## config.mk

```make
export PLATFORM = sky130hd
export DESIGN_NAME = imm_extender_flat
export DESIGN_NICKNAME = d
export VERILOG_FILES = /design/src/rtl/imm_extender_pkg.sv /design/src/rtl/imm_extender_if.sv /design/src/rtl/imm_extender_core.sv /design/src/rtl/imm_extender.sv /design/src/flat_wrapper.sv
export SDC_FILE = /design/constraint.sdc
export NUM_CORES = 1
export LEC_CHECK = 0
export ABC_AREA = 1
export CAP_MARGIN = 20
export CORE_MARGIN = 2
export CORE_UTILIZATION = 55
export DETAILED_ROUTE_END_ITERATION = 7
export DONT_BUFFER_PORTS = 1
export GPL_ROUTABILITY_DRIVEN = 1
export PLACE_DENSITY = 0.7
export SYNTH_ARGS = -nofsm -noshare
export SYNTH_HDL_FRONTEND = slang
export SYNTH_SLANG_ARGS = --single-unit
export TNS_END_PERCENT = 100
```

## constraint.sdc

```tcl
create_clock -name clk -period 2.6 [get_ports clk]
set_clock_uncertainty 0.1 [all_clocks]
set_input_delay 0.26 -clock clk [delete_from_list [all_inputs] [get_ports clk]]
set_output_delay 0.26 -clock clk [all_outputs]
set_load 0.05 [all_outputs]
```

## src/rtl/imm_extender_pkg.sv

```systemverilog
// Shared types and parameter sanity helpers for the immediate extender.
package imm_ext_pkg;

    // Extension mode carried alongside each immediate from decode.
    typedef enum logic [1:0] {
        SEXT   = 2'b00,
        ZEXT   = 2'b01,
        BRANCH = 2'b10,
        UPPER  = 2'b11
    } imm_mode_e;

    // Occupancy of the main/skid register pair.
    typedef enum logic [1:0] {
        EMPTY = 2'd0,
        ONE   = 2'd1,
        TWO   = 2'd2
    } imm_state_e;

    // True when the width parameters describe a buildable extender.
    function automatic bit widths_legal(input int in_w, input int out_w,
                                        input int shift, input int tag_w);
        return (in_w >= 1) && (in_w < out_w) &&
               (shift >= 0) && (shift < out_w) &&
               (tag_w >= 1);
    endfunction

endpackage

```

## src/rtl/imm_extender_if.sv

```systemverilog
// Handshake bundle between decode, the extender and the ALU operand mux.
interface imm_extender_if #(
    parameter int IN_W  = 4,
    parameter int OUT_W = 8,
    parameter int TAG_W = 3
);
    import imm_ext_pkg::*;

    logic             in_valid;
    logic             in_ready;
    logic [IN_W-1:0]  in_imm;
    imm_mode_e        in_mode;
    logic [TAG_W-1:0] in_tag;
    logic             out_valid;
    logic             out_ready;
    logic [OUT_W-1:0] out_data;
    logic [TAG_W-1:0] out_tag;

    // Environment side: offers immediates and accepts results.
    modport master (
        output in_valid, in_imm, in_mode, in_tag, out_ready,
        input  in_ready, out_valid, out_data, out_tag
    );

    // Extender side.
    modport slave (
        input  in_valid, in_imm, in_mode, in_tag, out_ready,
        output in_ready, out_valid, out_data, out_tag
    );

endinterface

```

## src/rtl/imm_extender_core.sv

```systemverilog
// Purely combinational immediate extension for all four modes.
module imm_ext_core
    import imm_ext_pkg::*;
#(
    parameter int IN_W  = 4,
    parameter int OUT_W = 8,
    parameter int SHIFT = 1
) (
    input  logic [IN_W-1:0]  imm,
    input  imm_mode_e        mode,
    output logic [OUT_W-1:0] result
);

    logic [OUT_W-1:0] sext_val;
    logic [OUT_W-1:0] zext_val;
    logic [OUT_W-1:0] branch_val;
    logic [OUT_W-1:0] upper_val;

    assign sext_val   = {{(OUT_W-IN_W){imm[IN_W-1]}}, imm};
    assign zext_val   = {{(OUT_W-IN_W){1'b0}}, imm};
    assign branch_val = sext_val << SHIFT;
    assign upper_val  = {imm, {(OUT_W-IN_W){1'b0}}};

    // Pick the extension matching the requested mode.
    always_comb begin
        result = sext_val;
        case (mode)
            SEXT:    result = sext_val;
            ZEXT:    result = zext_val;
            BRANCH:  result = branch_val;
            UPPER:   result = upper_val;
            default: result = sext_val;
        endcase
    end

endmodule

```

## src/rtl/imm_extender.sv

```systemverilog
// Pipelined immediate extender with a two-entry skid buffer so decode can
// stream one immediate per cycle while the operand mux applies back-pressure.
module imm_extender
    import imm_ext_pkg::*;
#(
    parameter int IN_W  = 4,
    parameter int OUT_W = 8,
    parameter int SHIFT = 1,
    parameter int TAG_W = 3
) (
    input logic           clk,
    input logic           reset_n,
    imm_extender_if.slave bus
);

    if (!widths_legal(IN_W, OUT_W, SHIFT, TAG_W)) begin : g_param_check
        $error("imm_extender: illegal IN_W/OUT_W/SHIFT/TAG_W combination");
    end

    imm_state_e       state_q, state_d;
    logic [OUT_W-1:0] main_data_q, main_data_d;
    logic [TAG_W-1:0] main_tag_q, main_tag_d;
    logic [OUT_W-1:0] skid_data_q, skid_data_d;
    logic [TAG_W-1:0] skid_tag_q, skid_tag_d;

    logic [OUT_W-1:0] ext_data;
    logic             in_ready;
    logic             out_valid;
    logic             in_fire;
    logic             out_fire;

    // Extension happens before storage, so the mode never needs a register.
    imm_ext_core #(
        .IN_W  (IN_W),
        .OUT_W (OUT_W),
        .SHIFT (SHIFT)
    ) u_core (
        .imm    (bus.in_imm),
        .mode   (bus.in_mode),
        .result (ext_data)
    );

    // Both flags come straight from state, so out_ready never reaches in_ready.
    assign in_ready  = reset_n && (state_q != TWO);
    assign out_valid = (state_q != EMPTY);
    assign in_fire   = bus.in_valid && in_ready;
    assign out_fire  = out_valid && bus.out_ready;

    assign bus.in_ready  = in_ready;
    assign bus.out_valid = out_valid;
    assign bus.out_data  = main_data_q;
    assign bus.out_tag   = main_tag_q;

    // Occupancy FSM: main always holds the oldest entry, skid the younger one.
    always_comb begin
        state_d     = state_q;
        main_data_d = main_data_q;
        main_tag_d  = main_tag_q;
        skid_data_d = skid_data_q;
        skid_tag_d  = skid_tag_q;
        case (state_q)
            EMPTY: begin
                if (in_fire) begin
                    main_data_d = ext_data;
                    main_tag_d  = bus.in_tag;
                    state_d     = ONE;
                end
            end
            ONE: begin
                if (in_fire && out_fire) begin
                    main_data_d = ext_data;
                    main_tag_d  = bus.in_tag;
                end else if (in_fire) begin
                    skid_data_d = ext_data;
                    skid_tag_d  = bus.in_tag;
                    state_d     = TWO;
                end else if (out_fire) begin
                    state_d     = EMPTY;
                end
            end
            TWO: begin
                if (out_fire) begin
                    main_data_d = skid_data_q;
                    main_tag_d  = skid_tag_q;
                    state_d     = ONE;
                end
            end
            default: begin
                state_d = EMPTY;
            end
        endcase
    end

    // Synchronous active-low reset clears state and both storage registers.
    always_ff @(posedge clk) begin
        if (!reset_n) begin
            state_q     <= EMPTY;
            main_data_q <= '0;
            main_tag_q  <= '0;
            skid_data_q <= '0;
            skid_tag_q  <= '0;
        end else begin
            state_q     <= state_d;
            main_data_q <= main_data_d;
            main_tag_q  <= main_tag_d;
            skid_data_q <= skid_data_d;
            skid_tag_q  <= skid_tag_d;
        end
    end

endmodule

```

## src/flat_wrapper.sv

```systemverilog
// flat-port wrapper written by rule: the top's interface ports become plain ports
module imm_extender_flat import imm_ext_pkg::*;
#(
    parameter int IN_W  = 4,
    parameter int OUT_W = 8,
    parameter int SHIFT = 1,
    parameter int TAG_W = 3
)
  (clk, reset_n, bus_in_valid, bus_in_imm, bus_in_mode, bus_in_tag, bus_out_ready, bus_in_ready, bus_out_valid, bus_out_data, bus_out_tag);
  imm_extender_if #(.IN_W(IN_W), .OUT_W(OUT_W), .TAG_W(TAG_W)) bus_i ();
  input logic clk;
  input logic reset_n;
  input wire logic [$bits(bus_i.in_valid)-1:0] bus_in_valid;
  input wire logic [$bits(bus_i.in_imm)-1:0] bus_in_imm;
  input wire logic [$bits(bus_i.in_mode)-1:0] bus_in_mode;
  input wire logic [$bits(bus_i.in_tag)-1:0] bus_in_tag;
  input wire logic [$bits(bus_i.out_ready)-1:0] bus_out_ready;
  output wire logic [$bits(bus_i.in_ready)-1:0] bus_in_ready;
  output wire logic [$bits(bus_i.out_valid)-1:0] bus_out_valid;
  output wire logic [$bits(bus_i.out_data)-1:0] bus_out_data;
  output wire logic [$bits(bus_i.out_tag)-1:0] bus_out_tag;
  assign bus_i.in_valid = bus_in_valid;
  assign bus_i.in_imm = bus_in_imm;
  assign bus_i.in_mode = bus_in_mode;
  assign bus_i.in_tag = bus_in_tag;
  assign bus_i.out_ready = bus_out_ready;
  assign bus_in_ready = bus_i.in_ready;
  assign bus_out_valid = bus_i.out_valid;
  assign bus_out_data = bus_i.out_data;
  assign bus_out_tag = bus_i.out_tag;
  imm_extender #(.IN_W(IN_W), .OUT_W(OUT_W), .SHIFT(SHIFT), .TAG_W(TAG_W)) u_core (.clk(clk), .reset_n(reset_n), .bus(bus_i));
endmodule
```

==> qor.txt, run 1 <==
status - completed
initial antenna violation count - 0
CTS tree - done
CTS Buf Count - 3
TritonRoute pass-1 iters - 4
Power per Cell Area - 608.6 nW/um^2
drc violations - 0
critical path peak fanout - 15
Max Clock Freq - 0.5953 GHz
Setup Crit Path Kind - flop to primary output
HP Class - input port to flop
cts repair resizes - 0
largest area contributor in the netlist - dfxtp_1
Clock Sinks - 24
GRT Residual Overflow - 0
Post-Syn Nets - 211
non-filler cells, final - 227
switching part of the total - 0.3003
Final GP Congestion - 0.7850
Setup-failing EPs final - 0
total track usage - 0.2478
Seq pwr share - 0.542
Worst setup startpoint - u_core.state_q[1]$_SDFFE_PN0P_
Die W - 52.38 um
reg2reg end - u_core.bus.out_tag[0]$_SDFFE_PN0P_
DP Wirelength - 2.101 mm
Yosys Warn Count - 0
RSZ-0062 raised after global routing - no
peak supply drop - 0.0003467 V
Pint - 0.5786 mW
vias per cell - 5.198
Rel. slew slack - 0.5534
Synth Area per Inst - 6.502 um^2
starting density of the core - 0.5820
P_sw - 0.2484 mW
MaxCap Viol Count - 0
FFs w/ async S/R, synth - 0
final core occ - 0.6143
boundary pin count - 26
Vert. Die Dim - 52.38 um
Synth area leaders - dfxtp_1, nand2_1, nor2_1
Crit path arrival time - 1.32 ns
Req. time, crit path - 2.24 ns
clk_lat worst skew - 0.32 ns
Slew Limit Fails - 0
routed via count - 1180
setup TNS - 0 ns
CTS max path bufs - 2
IO buf count - 0
LEAKAGE - 0.6839 nW
fin nets - 213
Commonest cells post-synth - nand2_1, nor2_1, dfxtp_1
1st-iter DRT viols - 26
cells on worst reg2reg path - 7
# fillers - 214
fin crit share - 0.6461
Routed Antenna Nets - 0
post-synthesis cell area - 1287 um^2
Worst setup EP type - primary output
Routed WL per cell - 12.44 um
final hold vios - 0
CTS root buffer - clkbuf_4
first-pass GRT wire length - 5.057 mm
core area - 2212 um^2
Post-synth EDFFs - 0
placed insts - 218
Cells after Synth - 198
flops & latches, synth - 24
Synth top area share - 0.3732
Storage cell area - 480.5 um^2
share of layout cells above drive strength 1 - 0.1055
Reg2Reg Setup Slack - 1.06 ns
die area - 2744 um^2
worst r2r src - u_core.state_q[1]$_SDFFE_PN0P_
slew of the pin with the lowest slew margin - 0.6677 ns
Final min period - 1.680 ns
Syn-to-layout area delta - 5.539%
Row Count - 17
# H-tree levels - 1
Yosys cell types - 22
vias in the first global route - 1173
most frequent cell after synthesis - nand2_1
CP endpoint - bus_in_ready
clock slew at reported path FFs - 0.14 ns
power share of the combinational group - 0.126
clock group share of total power - 0.332
sequential area share after synthesis - 0.3732
Routed WL - 2.825 mm
pin count of the biggest net entering global routing - 22
critical path launch point type - flop
Main synth FF type - dfxtp_1
ant diodes - 0
Hold WS - 0.01611 ns
Multi-input gate area - 650.6 um^2
==> flip-flops by register name, summed over array words and instances (netlist names) <==
| register | count |
|---|---|
| u_core.bus.out_tag | 3 |
| u_core.skid_tag_q | 3 |
| u_core.skid_data_q | 8 |
| u_core.state_q | 2 |
| u_core.bus.out_data | 8 |
==> worst min-delay path by stage <==
stage / startpoint / to / slack, ns / cells after the start
6_report: reset_n / u_core.skid_data_q[0]$_SDFFE_PN0P_ / 0.02 / 2
5_1_grt: reset_n / u_core.skid_data_q[0]$_SDFFE_PN0P_ / 0.005 / 2
4_1_cts: reset_n / u_core.skid_data_q[0]$_SDFFE_PN0P_ / 0.009 / 2
3_5_place_dp: bus_out_ready / u_core.state_q[1]$_SDFFE_PN0P_ / 0.25 / 1
3_3_place_gp: bus_out_ready / u_core.state_q[1]$_SDFFE_PN0P_ / 0.25 / 1
2_1_floorplan: bus_out_ready / u_core.state_q[1]$_SDFFE_PN0P_ / 0.24 / 1
==> per-stage QoR <==
stage	instance area, um^2	power [mW]	setup WS [ns]
after global placement	1256	0.5467	1.182
after floorplan	1287	0.5430	0.8980
after global routing	1359	0.8659	0.8631
after detailed placement	1256	0.5514	1.085
after CTS	1359	0.8326	0.9218
final	1359	0.8270	0.9201
==> per-layer routing <==
layer / part of all wire / GRT usage
met3: 0.059 / 0.04571
met5: 0 / 0
met1: 0.44 / 0.2923
met2: 0.48 / 0.4438
met4: 0.018 / 0.08547
==> layout by cell type (no fill, tap or decap) <==
cell           count
nand2_1           53
nor2_1            41
dfxtp_1           24
nand3_1           20
inv_1             17
o21ai_0           12
inv_2              5
dlygate4sd3_1      5
nor2_2             3
a21oi_1            3
clkbuf_4           3
nor2_4             2
nand2_2            2
nand3_2            2
nand4_4            1
a21oi_2            1
nor3_1             1
nand4_1            1
a211oi_1           1
bufinv_16          1
buf_4              1
==> kinds of logic after synthesis <==
group,after synthesis,synth area share
AO/OA/AOI/OAI,17,0.07094
buffers and inverters,31,0.1215
AND/OR/NAND/NOR,126,0.4344
flip-flops,24,0.3732
==> worst max-delay path, cell delays in order, from the launching register on <==
cell and delay [ns]:
dfxtp_1 0.38, inv_2 0.08, nor2_4 0.26, nor2_1 0.07, buf_4 0.20
==> repair_timing <==
action                                  4_1_cts  5_1_grt
hold endpoints to repair                     22        0
hold buffers                                  5        0
setup buffers                                 0        0
endpoints found under the setup margin        0        0
==> power by group through the flow <==
stage / registers, mW / logic (mW) / clock network [mW]
6_report: 0.448 / 0.104 / 0.274
3_5_place_dp: 0.457 / 0.0941 / 0
4_1_cts: 0.449 / 0.105 / 0.279
2_1_floorplan: 0.454 / 0.0890 / 0
5_1_grt: 0.452 / 0.121 / 0.294
3_3_place_gp: 0.456 / 0.0902 / 0
==> layout make-up <==
cell class,instances,area share
Timing Repair Buffer,6,0.04236
Sequential cell,24,0.3536
Clock inverter,1,0.02210
Inverter,22,0.06077
Clock buffer,3,0.01657
Multi-Input combinational cell,143,0.4788
Tap cell,28,0.02578
(Power assumes the default switching activity.)
==> run 2: changes to the inputs <==
clock period = 1.71 ns   (was 2.6 ns; I/O delays follow)
==> run 2 against run 1 <==
  * Utilization grew 6.5 points
  * Critical endpoint unchanged
  * Largest power group unchanged
  * Highest routed layer unchanged
  * Flip-flop and latch count did not move
  * Sequential power is 33% higher
  * Sequential share of layout area is 3.3 points lower
  * Power rose by 57%
  * Largest cell class unchanged
  * Via count increased by 4.8%
==> qor.txt, run 2 (synthesis results as in run 1) <==
Routed WL - 2.873 mm (+1.7%)
fin crit share - 0.9540
Crit path arrival time - 1.36 ns (+0.04 ns)
fin nets - 230 (+8.0%)
MaxCap Viol Count - 0 (unchanged)
boundary pin count - 26 (unchanged)
reg2reg end - u_core.state_q[1]$_SDFFE_PN0P_
RSZ-0062 raised after global routing - no
TritonRoute pass-1 iters - 4 (unchanged)
Routed WL per cell - 11.77 um (-5.4%)
core area - 2212 um^2 (unchanged)
drc violations - 0 (unchanged)
pin count of the biggest net entering global routing - 22 (unchanged)
final instance area - 1503 um^2 (+11%)
ant diodes - 0 (unchanged)
worst r2r src - u_core.state_q[1]$_SDFFE_PN0P_
Row Count - 17 (unchanged)
most common cell after layout, fill and taps aside - nand2_1
vias in the first global route - 1137 (-3.1%)
HP Start - bus_in_tag[1]
post-route setup slack - 0.07865 ns (-0.8414 ns)
Setup-failing EPs final - 0 (unchanged)
Hold WS - 0.004102 ns (-0.01201 ns)
routed via count - 1237 (+4.8%)
Req. time, crit path - 1.44 ns (-0.80 ns)
Setup Crit Path Kind - flop to primary output
Syn-to-layout area delta - 16.72%
# H-tree levels - 1 (unchanged)
Die W - 52.38 um (unchanged)
Max Clock Freq - 0.6130 GHz
Reg2Reg Setup Slack - 0.11 ns (-0.95 ns)
DP Area - 1339 um^2 (+6.6%)
IO buf count - 0 (unchanged)
Vert. Die Dim - 52.38 um (unchanged)
clock slew at reported path FFs - 0.14 ns (about the same)
Slew Limit Fails - 0 (unchanged)
setup TNS - 0 ns (unchanged)
status - completed
total track usage - 0.2305 (-0.01726)
setup slack at placement - 0.2308 ns (-0.8539 ns)
Routed Antenna Nets - 0 (unchanged)
critical path peak fanout - 15 (unchanged)
most frequent cells in the layout - nand2_1, nor2_1, dfxtp_1, nand3_1, inv_1
die area - 2744 um^2 (unchanged)
cells on worst reg2reg path - 4 (-3)
DP Wirelength - 1.963 mm (-6.5%)
Final GP Congestion - 0.7760 (-1.1%)
CTS Buf Count - 3 (unchanged)
CTS tree - done
peak supply drop - 0.0005658 V (+63%)
slew of the pin with the lowest slew margin - 0.7023 ns (+0.03463 ns)
HP Class - input port to flop
clk_lat worst skew - 0.32 ns (about the same)
hold path cells - 4 (+2)
LEAKAGE - 0.7661 nW (+12%)
initial antenna violation count - 0 (unchanged)
Clock Sinks - 24 (unchanged)
starting density of the core - 0.5820 (unchanged)
Worst setup EP type - primary output
share of layout cells above drive strength 1 - 0.1528 (+0.04725)
GRT Residual Overflow - 0 (unchanged)
hold endpoint - u_core.bus.out_tag[1]$_SDFFE_PN0P_
1st-iter DRT viols - 30 (+15%)
# fillers - 209 (-2.3%)
Rel. slew slack - 0.5303 (-0.02316)
vias per cell - 5.070 (-2.5%)
CTS root buffer - clkbuf_4
CTS max path bufs - 2 (unchanged)
critical path launch point type - flop
final hold vios - 0 (unchanged)
first-pass GRT wire length - 4.774 mm (-5.6%)
Power per Cell Area - 862.1 nW/um^2 (+42%)
Final min period - 1.631 ns
power after layout - 1.295 mW (+57%)
## run 2: cell count changes in the layout (fill, tap and decap cells not counted), sizes merged
cell         change
buf             +11
dlygate4sd3      +6
## run 2: per-stage QoR
| step | std cells | util |
|---|---|---|
| floorplan | 198 | - |
| global placement | 229 | 0.6052 |
| detailed placement | 229 | 0.6052 |
| CTS | 244 | 0.6787 |
| global route | 244 | 0.6793 |
| finish | 244 | 0.6793 |
## run 2: power by group
group | internal [mW] | switching, mW | leakage [nW]
combinational | 0.0909 | 0.195 | 0.542
sequential | 0.587 | 0.0109 | 0.196
clock | 0.237 | 0.174 | 0.0279
## run 2: worst max path at each step
stage	startpoint	end	slack (ns)	cells past startpoint
detailed placement	u_core.state_q[1]$_SDFFE_PN0P_	u_core.bus.out_data[3]$_SDFFE_PN0P_	0.23	7
global placement	u_core.state_q[1]$_SDFFE_PN0P_	u_core.bus.out_tag[0]$_SDFFE_PN0P_	0.29	7
CTS	u_core.state_q[0]$_SDFFE_PN0P_	u_core.state_q[1]$_SDFFE_PN0P_	0.04	3
finish	u_core.state_q[1]$_SDFFE_PN0P_	bus_in_ready	0.08	4
global route	u_core.state_q[1]$_SDFFE_PN0P_	bus_in_ready	0.01	4
floorplan	u_core.state_q[0]$_SDFFE_PN0P_	u_core.state_q[0]$_SDFFE_PN0P_	0.008	5
## run 2: worst max-delay path, stage by stage (launching register included)
cell and delay [ns]:
dfxtp_1 0.38, inv_2 0.08, nor2_4 0.27, nor2_1 0.11, buf_4 0.20
## run 2: layer usage
metal | wire length [um] | global-route usage | vias up
met2 | 1346 | 0.3792 | 41
met1 | 1322 | 0.2911 | 537
met3 | 164 | 0.04571 | 7
met4 | 40 | 0.09829 | 0
li1 | - | - | 652
met5 | 0 | 0 | -
## run 2: what timing repair did
action                     4_1_cts  5_1_grt
hold buffers                    11        0
setup buffers                    0        0
resized for setup                0        1
setup endpoints to repair        0        1
hold endpoints to repair        24        0
## run 2: area by class of cell
cell class              count  area (um^2)  area share
clock buffers               3        22.52     0.01499
flip-flops and latches     24        481.7      0.3206
well taps                  28        35.03     0.02331
repair buffers             23        200.2      0.1332
inverters                  22        82.58     0.05495
multi-input cells         143        650.6      0.4330
clock inverters             1        30.03     0.01998
==> run 3: changes to the inputs <==
SYNTH_HIERARCHICAL = 1   (was default)
==> run 3 against run 2 <==
  * Synthesized area decreased by 6.7%
  * Clock power decreased by 30%
  * Critical path depth increased by 1
  * Cell count decreased by 4.1%
  * Routed wire length decreased by 9.5%
  * Count of clock-buffer cells in the layout increased by 1
  * Critical path type is now flop to flop
  * Largest cell class unchanged
  * Highest routed layer is now met3
==> qor.txt, run 3 <==
status - completed
Rel. slew slack - 0.4815 (-0.04872)
slew of the pin with the lowest slew margin - 0.7751 ns (+0.07284 ns)
critical path peak fanout - 4 (-11)
Setup Crit Path Kind - flop to flop
Main synth FF type - dfxtp_1
most frequent cell after synthesis - nand2_1
Slew Limit Fails - 0 (unchanged)
Commonest cells post-synth - nand2_1, nor2_1, dfxtp_1
Final GP Congestion - 0.7283 (-6.1%)
worst r2r src - u_core/state_q[0]$_SDFFE_PN0P_
cts hold-fix bufs - 7 (-4)
Yosys Warn Count - 6 (+6)
FFs w/ async S/R, synth - 0 (unchanged)
HP Class - input port to flop
DP Wirelength - 1.661 mm (-15%)
Syn-to-layout area delta - 11.67%
setup slack at placement - 0.3352 ns (+0.1044 ns)
# H-tree levels - 1 (unchanged)
most frequent cells in the layout - nand2_1, nor2_1, dfxtp_1, inv_1, o21ai_0
critical path launch point type - flop
Row Count - 16 (-1)
Post-Syn Nets - 211 (unchanged)
hold path cells - 4 (unchanged)
GRT Residual Overflow - 0 (unchanged)
Crit path arrival time - 1.74 ns (+0.38 ns)
setup TNS - 0 ns (unchanged)
Yosys cell types - 16 (-27%)
vias per cell - 4.983 (-1.7%)
sequential area share after synthesis - 0.4000 (+0.02682)
Cells after Synth - 198 (unchanged)
1st-iter DRT viols - 28 (-6.7%)
routed via count - 1166 (-5.7%)
clock slew at reported path FFs - 0.13 ns (about the same)
TritonRoute pass-1 iters - 6 (+2)
hold endpoint - u_core/bus.out_tag[0]$_SDFFE_PN0P_
Setup-failing EPs final - 0 (unchanged)
cells on worst reg2reg path - 5 (+1)
share of layout cells above drive strength 1 - 0.05797 (-0.09481)
Die W - 50.73 um (-3.2%)
pin count of the biggest net entering global routing - 24 (+9.1%)
Synth Area per Inst - 6.066 um^2 (-6.7%)
CTS max path bufs - 2 (unchanged)
die area - 2574 um^2 (-6.2%)
IO buf count - 0 (unchanged)
LEAKAGE - 0.7223 nW (-5.7%)
Routed Antenna Nets - 0 (unchanged)
reg2reg end - u_core/state_q[1]$_SDFFE_PN0P_
ant diodes - 0 (unchanged)
post-synthesis cell area - 1201 um^2 (-6.7%)
fin crit share - 0.9238 (-0.03018)
post-route setup slack - 0.1303 ns (+0.05160 ns)
number of setup buffers added after CTS - 0 (unchanged)
total track usage - 0.2119 (-0.01854)
Synth area leaders - dfxtp_1, nand2_1, nor2_1
HP Start - bus_in_tag[0]
RSZ-0062 raised after global routing - no
boundary pin count - 26 (unchanged)
MaxCap Viol Count - 0 (unchanged)
final hold vios - 0 (unchanged)
Max Clock Freq - 0.6330 GHz (+3.3%)
drc violations - 0 (unchanged)
Clock Sinks - 24 (unchanged)
Worst setup EP type - flop
Power per Cell Area - 875.2 nW/um^2 (+1.5%)
Vert. Die Dim - 50.73 um (-3.2%)
cts repair resizes - 0 (unchanged)
first-pass GRT wire length - 4.250 mm (-11%)
initial antenna violation count - 0 (unchanged)
peak supply drop - 0.0005831 V (+3.1%)
starting density of the core - 0.6000 (+0.01799)
Synth top area share - 0.4000 (+0.02682)
largest area contributor in the netlist - dfxtp_1
Post-synth EDFFs - 0 (unchanged)
fin nets - 221 (-3.9%)
flops & latches, synth - 24 (unchanged)
core area - 2002 um^2 (-9.5%)
Req. time, crit path - 1.87 ns (+0.43 ns)
CTS root buffer - clkbuf_4
CTS tree - done
Routed WL - 2.600 mm (-9.5%)
Routed WL per cell - 11.11 um (-5.6%)
clk_lat worst skew - 0.30 ns (-0.02 ns)
vias in the first global route - 1046 (-8.0%)
Reg2Reg Setup Slack - 0.13 ns (+0.02 ns)
Final min period - 1.580 ns (-0.05160 ns)
most common cell after layout, fill and taps aside - nand2_1
CTS Buf Count - 3 (unchanged)
## run 3: cell types whose count changed after synthesis, sizes merged
| cell | previous run | this run |
|---|---|---|
| o21ai | 12 | 14 |
| nand2 | 55 | 63 |
| inv | 22 | 21 |
| nor3 | 1 | 0 |
| nand3 | 22 | 11 |
| o211ai | 0 | 1 |
| a21oi | 4 | 0 |
| nor2 | 46 | 54 |
| nand4 | 2 | 0 |
## run 3: layer usage
| metal | GRT usage | part of all wire | vias up |
|---|---|---|---|
| li1 | - | - | 612 |
| met1 | 0.2584 | 0.47 | 524 |
| met2 | 0.3947 | 0.48 | 30 |
| met3 | 0.03869 | 0.049 | 0 |
| met4 | 0.02703 | 0 | 0 |
| met5 | 0 | 0 | - |
## run 3: worst max-delay path by stage
stage	from	endpoint	slack [ns]	depth (start not counted)
CTS	u_core/state_q[1]$_SDFFE_PN0P_	bus_in_ready	0.14	5
global route	u_core/state_q[0]$_SDFFE_PN0P_	u_core/state_q[1]$_SDFFE_PN0P_	0.07	5
finish	u_core/state_q[0]$_SDFFE_PN0P_	u_core/state_q[1]$_SDFFE_PN0P_	0.13	5
floorplan	u_core/state_q[0]$_SDFFE_PN0P_	u_core/bus.out_data[0]$_SDFFE_PN0P_	0.18	8
global placement	u_core/state_q[1]$_SDFFE_PN0P_	u_core/bus.out_data[7]$_SDFFE_PN0P_	0.40	7
detailed placement	u_core/state_q[1]$_SDFFE_PN0P_	u_core/bus.out_data[4]$_SDFFE_PN0P_	0.34	7
## run 3: critical path: stages, from the launching register on
cell,delay (ns)
dfxtp_1,0.40
inv_1,0.09
nand2_1,0.09
nand2_1,0.10
a211oi_1,0.18
dlygate4sd3_1,0.57
## run 3: through the flow
| step | hold slack [ns] | cell area, um^2 | total power, mW | util | cells |
|---|---|---|---|---|---|
| floorplan | 0.2056 | 1201 | 0.8528 | - | 198 |
| global placement | 0.1944 | 1215 | 0.8670 | 0.6069 | 221 |
| detailed placement | 0.1974 | 1215 | 0.8720 | 0.6069 | 221 |
| CTS | 0.0001263 | 1321 | 1.181 | 0.6600 | 232 |
| global route | 0.009096 | 1341 | 1.243 | 0.6700 | 234 |
| finish | 0.004174 | 1341 | 1.174 | 0.6700 | 234 |
## run 3: report_power, final
| part | leakage (nW) | switching [mW] | internal [mW] |
|---|---|---|---|
| sequential | 0.196 | 0.101 | 0.592 |
| combinational | 0.505 | 0.121 | 0.0702 |
| clock | 0.0210 | 0.159 | 0.130 |
## run 3: area by class of cell
type                    instances  area [um^2]
well taps                      27        33.78
flip-flops and latches         24        480.5
fillers                       183        660.6
inverters                      21        78.83
repair buffers                 14        127.6
clock buffers                   4        36.28
multi-input cells             144        584.3
## run 3: cell families (layout without fill, tap and decap cells)
group                  count (synthesis)  in the layout  synth area share
buffers and inverters                 30             39            0.1135
DFF                                   24             24            0.4000
and+or+nand+nor                      128            128            0.4156
AOI/OAI and AO/OA                     16             16           0.07084
